`src/rtl/rpn_eval.sv`:
```
// rtl/rpn_eval.sv - postfix expression evaluator with operand stack and multi-cycle POW
module rpn_eval #(
    parameter int WIDTH = 16,
    parameter int DEPTH = 8
) (
    input  logic             clk,
    input  logic             rst,
    input  logic             tok_valid,
    output logic             tok_ready,
    input  logic [1:0]       tok_kind,
    input  logic [WIDTH-1:0] tok_data,
    output logic             res_valid,
    input  logic             res_ready,
    output logic [WIDTH-1:0] res_data,
    output logic             res_err
);

    localparam int SW = $clog2(DEPTH + 1);
    localparam int IW = $clog2(DEPTH);
    localparam int CW = $clog2(WIDTH);

    typedef enum logic [1:0] {S_ACCEPT, S_POW, S_DONE} state_t;

    state_t           r_state;
    logic             r_tok_ready;
    logic             r_res_valid;
    logic             r_res_err;
    logic [WIDTH-1:0] r_res_data;
    logic [SW-1:0]    r_sp;
    logic             r_err;
    logic [WIDTH-1:0] r_stk [DEPTH];
    logic [WIDTH-1:0] r_pa;
    logic [WIDTH-1:0] r_pb;
    logic [WIDTH-1:0] r_acc;
    logic [CW-1:0]    r_cnt;

    logic             w_xfer;
    logic [4:0]       w_op;
    logic [IW-1:0]    w_i1;
    logic [IW-1:0]    w_i2;
    logic [IW-1:0]    w_i3;
    logic [WIDTH-1:0] w_a;
    logic [WIDTH-1:0] w_b;
    logic [WIDTH-1:0] w_c;
    logic [SW-1:0]    w_need;
    logic             w_bad_tok;
    logic             w_exec;
    logic [WIDTH-1:0] w_alu;
    logic [WIDTH-1:0] w_sq;
    logic [WIDTH-1:0] w_pow_n;
    logic             w_wr_en;
    logic [IW-1:0]    w_wr_idx;
    logic [WIDTH-1:0] w_wr_data;

    function automatic logic [WIDTH-1:0] f_bool(input logic x);
        return {{(WIDTH-1){1'b0}}, x};
    endfunction

    assign tok_ready = r_tok_ready;
    assign res_valid = r_res_valid;
    assign res_data  = r_res_data;
    assign res_err   = r_res_err;

    assign w_xfer = tok_valid & r_tok_ready;
    assign w_op   = tok_data[4:0];
    assign w_i1   = r_sp[IW-1:0] - IW'(1);
    assign w_i2   = r_sp[IW-1:0] - IW'(2);
    assign w_i3   = r_sp[IW-1:0] - IW'(3);
    assign w_b    = r_stk[w_i1];
    assign w_a    = r_stk[w_i2];
    assign w_c    = r_stk[w_i3];

    always_comb begin
        w_need = SW'(1);
        if (w_op <= 5'd21)
            w_need = SW'(2);
        else if (w_op == 5'd22)
            w_need = SW'(3);
    end

    assign w_bad_tok = (tok_kind == 2'd3) ||
                       (tok_kind == 2'd1 && (w_op > 5'd25 || r_sp < w_need)) ||
                       (tok_kind == 2'd0 && r_sp == SW'(DEPTH));
    assign w_exec    = w_xfer && !r_err && tok_kind != 2'd2 && !w_bad_tok;

    always_comb begin
        w_alu = '0;
        case (w_op)
            5'd1:        w_alu = w_a * w_b;
            5'd2:        w_alu = w_a + w_b;
            5'd3:        w_alu = w_a - w_b;
            5'd4, 5'd5:  w_alu = w_a >> w_b;
            5'd6, 5'd7:  w_alu = w_a << w_b;
            5'd8:        w_alu = f_bool(w_a < w_b);
            5'd9:        w_alu = f_bool(w_a <= w_b);
            5'd10:       w_alu = f_bool(w_a > w_b);
            5'd11:       w_alu = f_bool(w_a >= w_b);
            5'd12, 5'd14: w_alu = f_bool(w_a == w_b);
            5'd13, 5'd15: w_alu = f_bool(w_a != w_b);
            5'd16:       w_alu = w_a & w_b;
            5'd17:       w_alu = w_a ^ w_b;
            5'd18:       w_alu = w_a ~^ w_b;
            5'd19:       w_alu = w_a | w_b;
            5'd20:       w_alu = f_bool((w_a != '0) && (w_b != '0));
            5'd21:       w_alu = f_bool((w_a != '0) || (w_b != '0));
            5'd22:       w_alu = (w_c != '0) ? w_a : w_b;
            5'd23:       w_alu = -w_b;
            5'd24:       w_alu = f_bool(&w_b);
            5'd25:       w_alu = f_bool(|w_b);
            default:     w_alu = '0;
        endcase
    end

    // MSB-first square-and-multiply: one exponent bit per POW cycle
    assign w_sq    = r_acc * r_acc;
    assign w_pow_n = r_pb[r_cnt] ? w_sq * r_pa : w_sq;

    always_comb begin
        w_wr_en   = 1'b0;
        w_wr_idx  = r_sp[IW-1:0];
        w_wr_data = w_alu;
        if (r_state == S_POW && r_cnt == '0) begin
            w_wr_en   = 1'b1;
            w_wr_data = w_pow_n;
        end else if (w_exec) begin
            if (tok_kind == 2'd0) begin
                w_wr_en   = 1'b1;
                w_wr_data = tok_data;
            end else if (w_op == 5'd22) begin
                w_wr_en  = 1'b1;
                w_wr_idx = w_i3;
            end else if (w_op >= 5'd23) begin
                w_wr_en  = 1'b1;
                w_wr_idx = w_i1;
            end else if (w_op != 5'd0) begin
                w_wr_en  = 1'b1;
                w_wr_idx = w_i2;
            end
        end
    end

    always_ff @(posedge clk) begin
        if (w_wr_en)
            r_stk[w_wr_idx] <= w_wr_data;
    end

    always_ff @(posedge clk or posedge rst) begin
        if (rst) begin
            r_state     <= S_ACCEPT;
            r_tok_ready <= 1'b0;
            r_res_valid <= 1'b0;
            r_res_data  <= '0;
            r_res_err   <= 1'b0;
            r_sp        <= '0;
            r_err       <= 1'b0;
            r_pa        <= '0;
            r_pb        <= '0;
            r_acc       <= '0;
            r_cnt       <= '0;
        end else begin
            case (r_state)
                S_ACCEPT: begin
                    r_tok_ready <= 1'b1;
                    if (w_xfer) begin
                        if (tok_kind == 2'd2) begin
                            r_state     <= S_DONE;
                            r_tok_ready <= 1'b0;
                            r_res_valid <= 1'b1;
                            if (!r_err && r_sp == SW'(1)) begin
                                r_res_data <= r_stk[0];
                                r_res_err  <= 1'b0;
                            end else begin
                                r_res_data <= '0;
                                r_res_err  <= 1'b1;
                            end
                        end else if (!r_err) begin
                            if (w_bad_tok)
                                r_err <= 1'b1;
                            else if (tok_kind == 2'd0)
                                r_sp <= r_sp + SW'(1);
                            else if (w_op == 5'd0) begin
                                r_pa        <= w_a;
                                r_pb        <= w_b;
                                r_acc       <= WIDTH'(1);
                                r_cnt       <= CW'(WIDTH - 1);
                                r_sp        <= r_sp - SW'(2);
                                r_state     <= S_POW;
                                r_tok_ready <= 1'b0;
                            end else if (w_op == 5'd22)
                                r_sp <= r_sp - SW'(2);
                            else if (w_op <= 5'd21)
                                r_sp <= r_sp - SW'(1);
                        end
                    end
                end
                S_POW: begin
                    r_acc <= w_pow_n;
                    r_cnt <= r_cnt - CW'(1);
                    if (r_cnt == '0) begin
                        r_sp        <= r_sp + SW'(1);
                        r_state     <= S_ACCEPT;
                        r_tok_ready <= 1'b1;
                    end
                end
                S_DONE: begin
                    if (res_ready) begin
                        r_res_valid <= 1'b0;
                        r_res_data  <= '0;
                        r_res_err   <= 1'b0;
                        r_sp        <= '0;
                        r_err       <= 1'b0;
                        r_state     <= S_ACCEPT;
                        r_tok_ready <= 1'b1;
                    end
                end
                default: begin
                    r_state     <= S_ACCEPT;
                    r_tok_ready <= 1'b0;
                end
            endcase
        end
    end

endmodule
```
`config.mk`:
```
export PLATFORM = sky130hd
export DESIGN_NAME = rpn_eval
export DESIGN_NICKNAME = d
export VERILOG_FILES = /design/src/rtl/rpn_eval.sv
export SDC_FILE = /design/constraint.sdc
export NUM_CORES = 1
export LEC_CHECK = 0
export CAP_MARGIN = 20
export CORE_UTILIZATION = 23
export CTS_BUF_LIST = sky130_fd_sc_hd__clkbuf_8
export DETAILED_ROUTE_END_ITERATION = 8
export PLACE_DENSITY_LB_ADDON = 0.15
export SKIP_CTS_REPAIR_TIMING = 1
export SLEW_MARGIN = 20
export SYNTH_ARGS = -nofsm -noshare
export SYNTH_HDL_FRONTEND = slang
export SYNTH_SLANG_ARGS = --single-unit
```
`constraint.sdc`:
```
create_clock -name clk -period 14.45 [get_ports clk]
set_input_delay 1.445 -clock clk [delete_from_list [all_inputs] [get_ports clk]]
set_output_delay 1.445 -clock clk [all_outputs]
set_load 0.02 [all_outputs]
```
# After elaboration in Yosys (flattened, before gate mapping)
# Memory sizes are Yosys's and may differ from the RTL's.
# Cells that the tools add are included.
# op_classes
multipliers,3
shift,2
n_eq_ne,49
n_reduce_logical,38
mux,85
bitwise,9
n_addsub,10
n_lt_le_gt_ge,9
# ops
cell,n
16-bit one-hot mux with 21 select lines,1
16-bit two-way mux,15
4-bit two-way mux,16
16-bit one-hot mux with 2 select lines,2
5-bit equality test (second input constant),10
16-bit by 16-bit multiplier with 16-bit output,3
16-bit nonzero test,3
5-bit by 4-bit equality test with 1-bit output (second input constant),8
1-bit two-way mux,27
7-bit AND reduction,3
5-bit by 3-bit equality test with 1-bit output (second input constant),4
2-bit two-way mux,10
3-bit two-way mux,6
2-bit != test (second input constant),9
16-bit adder,1
16-bit AND,1
16-bit equality test,1
16-bit greater-or-equal comparator,1
16-bit greater-than comparator,1
16-bit less-or-equal comparator,1
16-bit < comparator,1
16-bit != test,1
16-bit negation,1
16-bit OR,1
47 further kinds,78
# totals
ram_bits,128
reg_bits,78
in_bits,22
out_inout_bits,19
mem_count,1
# mem_list
name,depth,word_bits,read_ports,rd_clocked_by_memory_dff,write_ports,line_no,source
r_stk,8,16,4,0,1,31,logic [WIDTH-1:0] r_stk [DEPTH];

# Longest topological paths before layout
# logic_depth
word_depth,14
ltp_mapped,42
mapped_depth_nobuf,42

# Worst setup path before layout
# No wires, ideal clock.
# synth_timing
kind,register to register
start,register r_acc[5]
end,memory r_stk[0][15] (data pin)
n_path_buf,1
synth_period_minus_slack_ns,10.854
setup_ns,0.237
setup_slack_ns,3.596
t_arrival_ns,10.617
stages_incl_launch_ff,41
cell_sequence,dfrtp_1 -> clkbuf_1 -> and2_1 -> fa_1 -> inv_1 -> fa_1 -> inv_1 -> ha_1 -> fa_1 -> fa_1 -> inv_1 -> fa_1 -> inv_1 -> ha_1 -> or2_2 -> a21oi_1 -> a31oi_1 -> a21o_1 -> [5 not listed] -> inv_1 -> fa_1 -> fa_1 -> inv_1 -> fa_1 -> fa_1 -> xor2_1 -> xnor2_1 -> xnor2_1 -> xnor2_1 -> xnor2_1 -> xnor3_1 -> xor3_1 -> xor3_1 -> xnor3_1 -> nor3_1 -> a311oi_1 -> a22oi_1
# synth_between
elab_chain_len,4
# synth_rtl
element,line_no,source
start: declaration,34,logic [WIDTH-1:0] r_acc;
start signal: assignment,197,r_acc <= w_pow_n;
16-bit by 16-bit multiplier with 16-bit output *,115,assign w_sq = r_acc * r_acc;
16-bit by 16-bit multiplier with 16-bit output,116,assign w_pow_n = r_pb[r_cnt] ? w_sq * r_pa : w_sq;
16-bit two-way mux *,116,
16-bit two-way mux *,122,if (r_state == S_POW && r_cnt == '0) begin
named net w_wr_data[15],53,logic [WIDTH-1:0] w_wr_data;
end: declaration,31,
# Mark *: on every way through the listed nets, which the timed path passes. The rest lies on a longest branch.

# Worst setup path in the final report
# layout_timing
start,register r_acc[3]
end,memory r_stk[2][15] (data pin)
# The elaborated chain is that of the path after synthesis.

==> flow_metrics.tcl <==
set metrics [dict create \
    skew_ps 38.0 \
    first_pass_iters 6 \
    grt_pass1_wl_um 145000 \
    die_w_um 335 \
    mostFrequentLayoutCell "inv_1" \
    holdCritStartpoint "r_acc[14]" \
    mostFrequentLayoutCells "inv_1 (381), nand2_1 (281), nor2_1 (254)" \
    final_hold_viol_count 0 \
    cts_max_path_buffers 3 \
    max_cap_viol_count 0 \
    seq_area_frac_synth 0.227 \
    whs_path_depth 2 \
    ctsRootBufferMaster "clkbuf_8" \
    tightest_slew_ps 1130 \
    drt_iter0_markers 1455 \
    ioPinCount 41 \
    ys_seq_elements 205 \
    antenna_found_initial 5 \
    syn_area_sq_um 25400 \
    grt.total_usage 0.173 \
    row_count 121 \
    layout-drive-gt1-share 0.0842 \
    viasPerCell 4.79 \
    drt_wl_total_um 96500 \
    ant_nets 0 \
    cts_tree "done" \
    hold_path_class "reg -> reg" \
    syn_nets 3237 \
    max_clock_freq_mhz 84.2 \
    hold_end "r_acc[14]" \
    rsz0062_at_grt "false" \
    cpPeakStageDelay_ps 670 \
    cts_inserted_buffers 39 \
    cp_slowest_cell "a22oi_1" \
    setup_tns_ps 0 \
    slew-limit-headroom 0.246 \
    nNetsFinal 3236 \
    wl_per_cell_um 22.5 \
    period_share 0.822 \
    core_area_sq_um 109000 \
    cp.arrival_ps 12120 \
    ys_async_sr_fraction 0.376 \
    syn_avg_cell_area_sq_um 9.13 \
    ys_warn_count 0 \
    die_h_um 335 \
    clkLatencyLatePin_ps 570 \
    clkTransAtPathRegs_ps 60 \
    grt_max_degree 65 \
    ff2ff_path_depth 39 \
    worst-path-max-fanout 14 \
    start_util 0.233 \
    status "complete, no violations" \
    gp_congestion 0.929 \
    r2r-end "r_stk[2][15]" \
    r2r-start "r_acc[3]" \
    startpoint_type "register" \
    cts_sinks 205 \
    gr-total-overflow 0 \
    crit_type "reg -> reg" \
    synthCells 2786 \
    port_buffers 40 \
    cp_common_cell "fa_1" \
    synth_edf_count 128 \
    cp.required_ps 14700 \
    fin_area_sq_um 28400 \
    synth.distinct_cells 84 \
    placed_cell_area_sq_um 27500 \
    die_area_sq_um 112000 \
    routed-via-count 20573 \
    grt_pass1_vias 21266 \
    area_growth_pct 11.5 \
    place_hpwl_um 74200 \
    fin_crit_ps 11870 \
    htree_levels 2 \
    synth_ff_type "edfxtp_1" \
    final-setup-viol-count 0 \
    drc 0 \
    crit_path_end_kind "register" \
    r2r_slack_ps 2580 \
    slew_viol_final 0 \
]
[worst max-delay path: cells and delay by family (launching register included)]
kind / cells / cell delay (ps)
adder cells (fa/ha/maj): 13 / 6270
XOR/XNOR: 10 / 2370
buffers and inverters: 9 / 520
flip-flops: 1 / 570
AND/OR/NAND/NOR: 4 / 700
AO/OA/AOI/OAI: 3 / 1160
[per-stage QoR]
step            util  hold WS, ps  setup slack (ps)  instances
4_1_cts        0.259          492              2530       4291
5_1_grt        0.259          524              1870       4292
3_5_place_dp   0.252          478              2520       4220
2_1_floorplan      -          442              3600       2786
3_3_place_gp   0.252          473              2670       4220
6_report       0.259          482              2580       4293
[cell usage after synthesis, types with 18 or more instances]
master | instances | area, sq um
a211oi_1 | 25 | 188
a21oi_1 | 144 | 721
a221oi_1 | 19 | 166
a22o_1 | 20 | 175
a31oi_1 | 26 | 163
and2_1 | 89 | 557
buf_2 | 29 | 145
clkbuf_1 | 88 | 330
dfrtp_1 | 77 | 1930
edfxtp_1 | 128 | 3840
fa_1 | 217 | 4340
ha_1 | 212 | 2650
inv_1 | 367 | 1380
mux2i_1 | 77 | 771
mux4_2 | 54 | 1220
nand2_1 | 281 | 1050
nand2b_1 | 24 | 150
nand3_1 | 53 | 265
nand4_1 | 18 | 113
nor2_1 | 255 | 957
nor2b_1 | 20 | 125
nor3_1 | 53 | 265
nor4_1 | 32 | 200
o21ai_0 | 88 | 440
xnor2_1 | 99 | 867
xor2_1 | 18 | 158
[layer usage]
layer,vias to the layer above,part of all wire,track usage
met5,-,0.00053,0
met4,8,0.018,0.0327
met3,107,0.047,0.0200
met2,533,0.46,0.280
met1,10432,0.48,0.247
li1,9493,-,-
[worst max path at each step]
stage | from | end | slack [ps] | cells after the start
floorplan | r_acc[5] | r_stk[0][15] | 3600 | 40
global placement | r_acc[1] | r_stk[5][15] | 2670 | 38
detailed placement | r_acc[3] | r_stk[4][15] | 2520 | 39
CTS | r_acc[3] | r_stk[5][15] | 2530 | 39
global route | r_acc[1] | r_stk[4][15] | 1870 | 40
finish | r_acc[3] | r_stk[2][15] | 2580 | 39
[sequential cells by signal (all words and copies together), names as in the netlist]
register / flops
r_err: 1
tok_ready: 1
r_stk: 128
r_cnt: 4
res_err: 1
r_pb: 16
r_pa: 16
res_valid: 1
r_state: 2
res_data: 16
r_sp: 4
r_acc: 15
[area by class of cell]
class	count	area [sq um]
diodes	2	5.00
clock buffers	41	564
clock inverters	30	241
fillers	11929	80900
inverters	380	1430
multi-input cells	2052	17600
flip-flops and latches	205	5780
well taps	1476	1850
repair buffers	107	903
[kinds of logic (layout without fill, tap and decap cells)]
logic type,after synthesis,after routing,synth area share
other,0,2,0
adders and majority gates,429,429,0.275
DFF,205,205,0.227
muxes,149,149,0.0889
xor gates and xnor gates,123,123,0.0452
AOI/OAI and AO/OA,471,471,0.119
buffers and inverters,529,558,0.0836
and+or+nand+nor,880,880,0.161
Power is not shown: default switching activity piles up to over one toggle a cycle in this logic, so the estimate is an artifact.
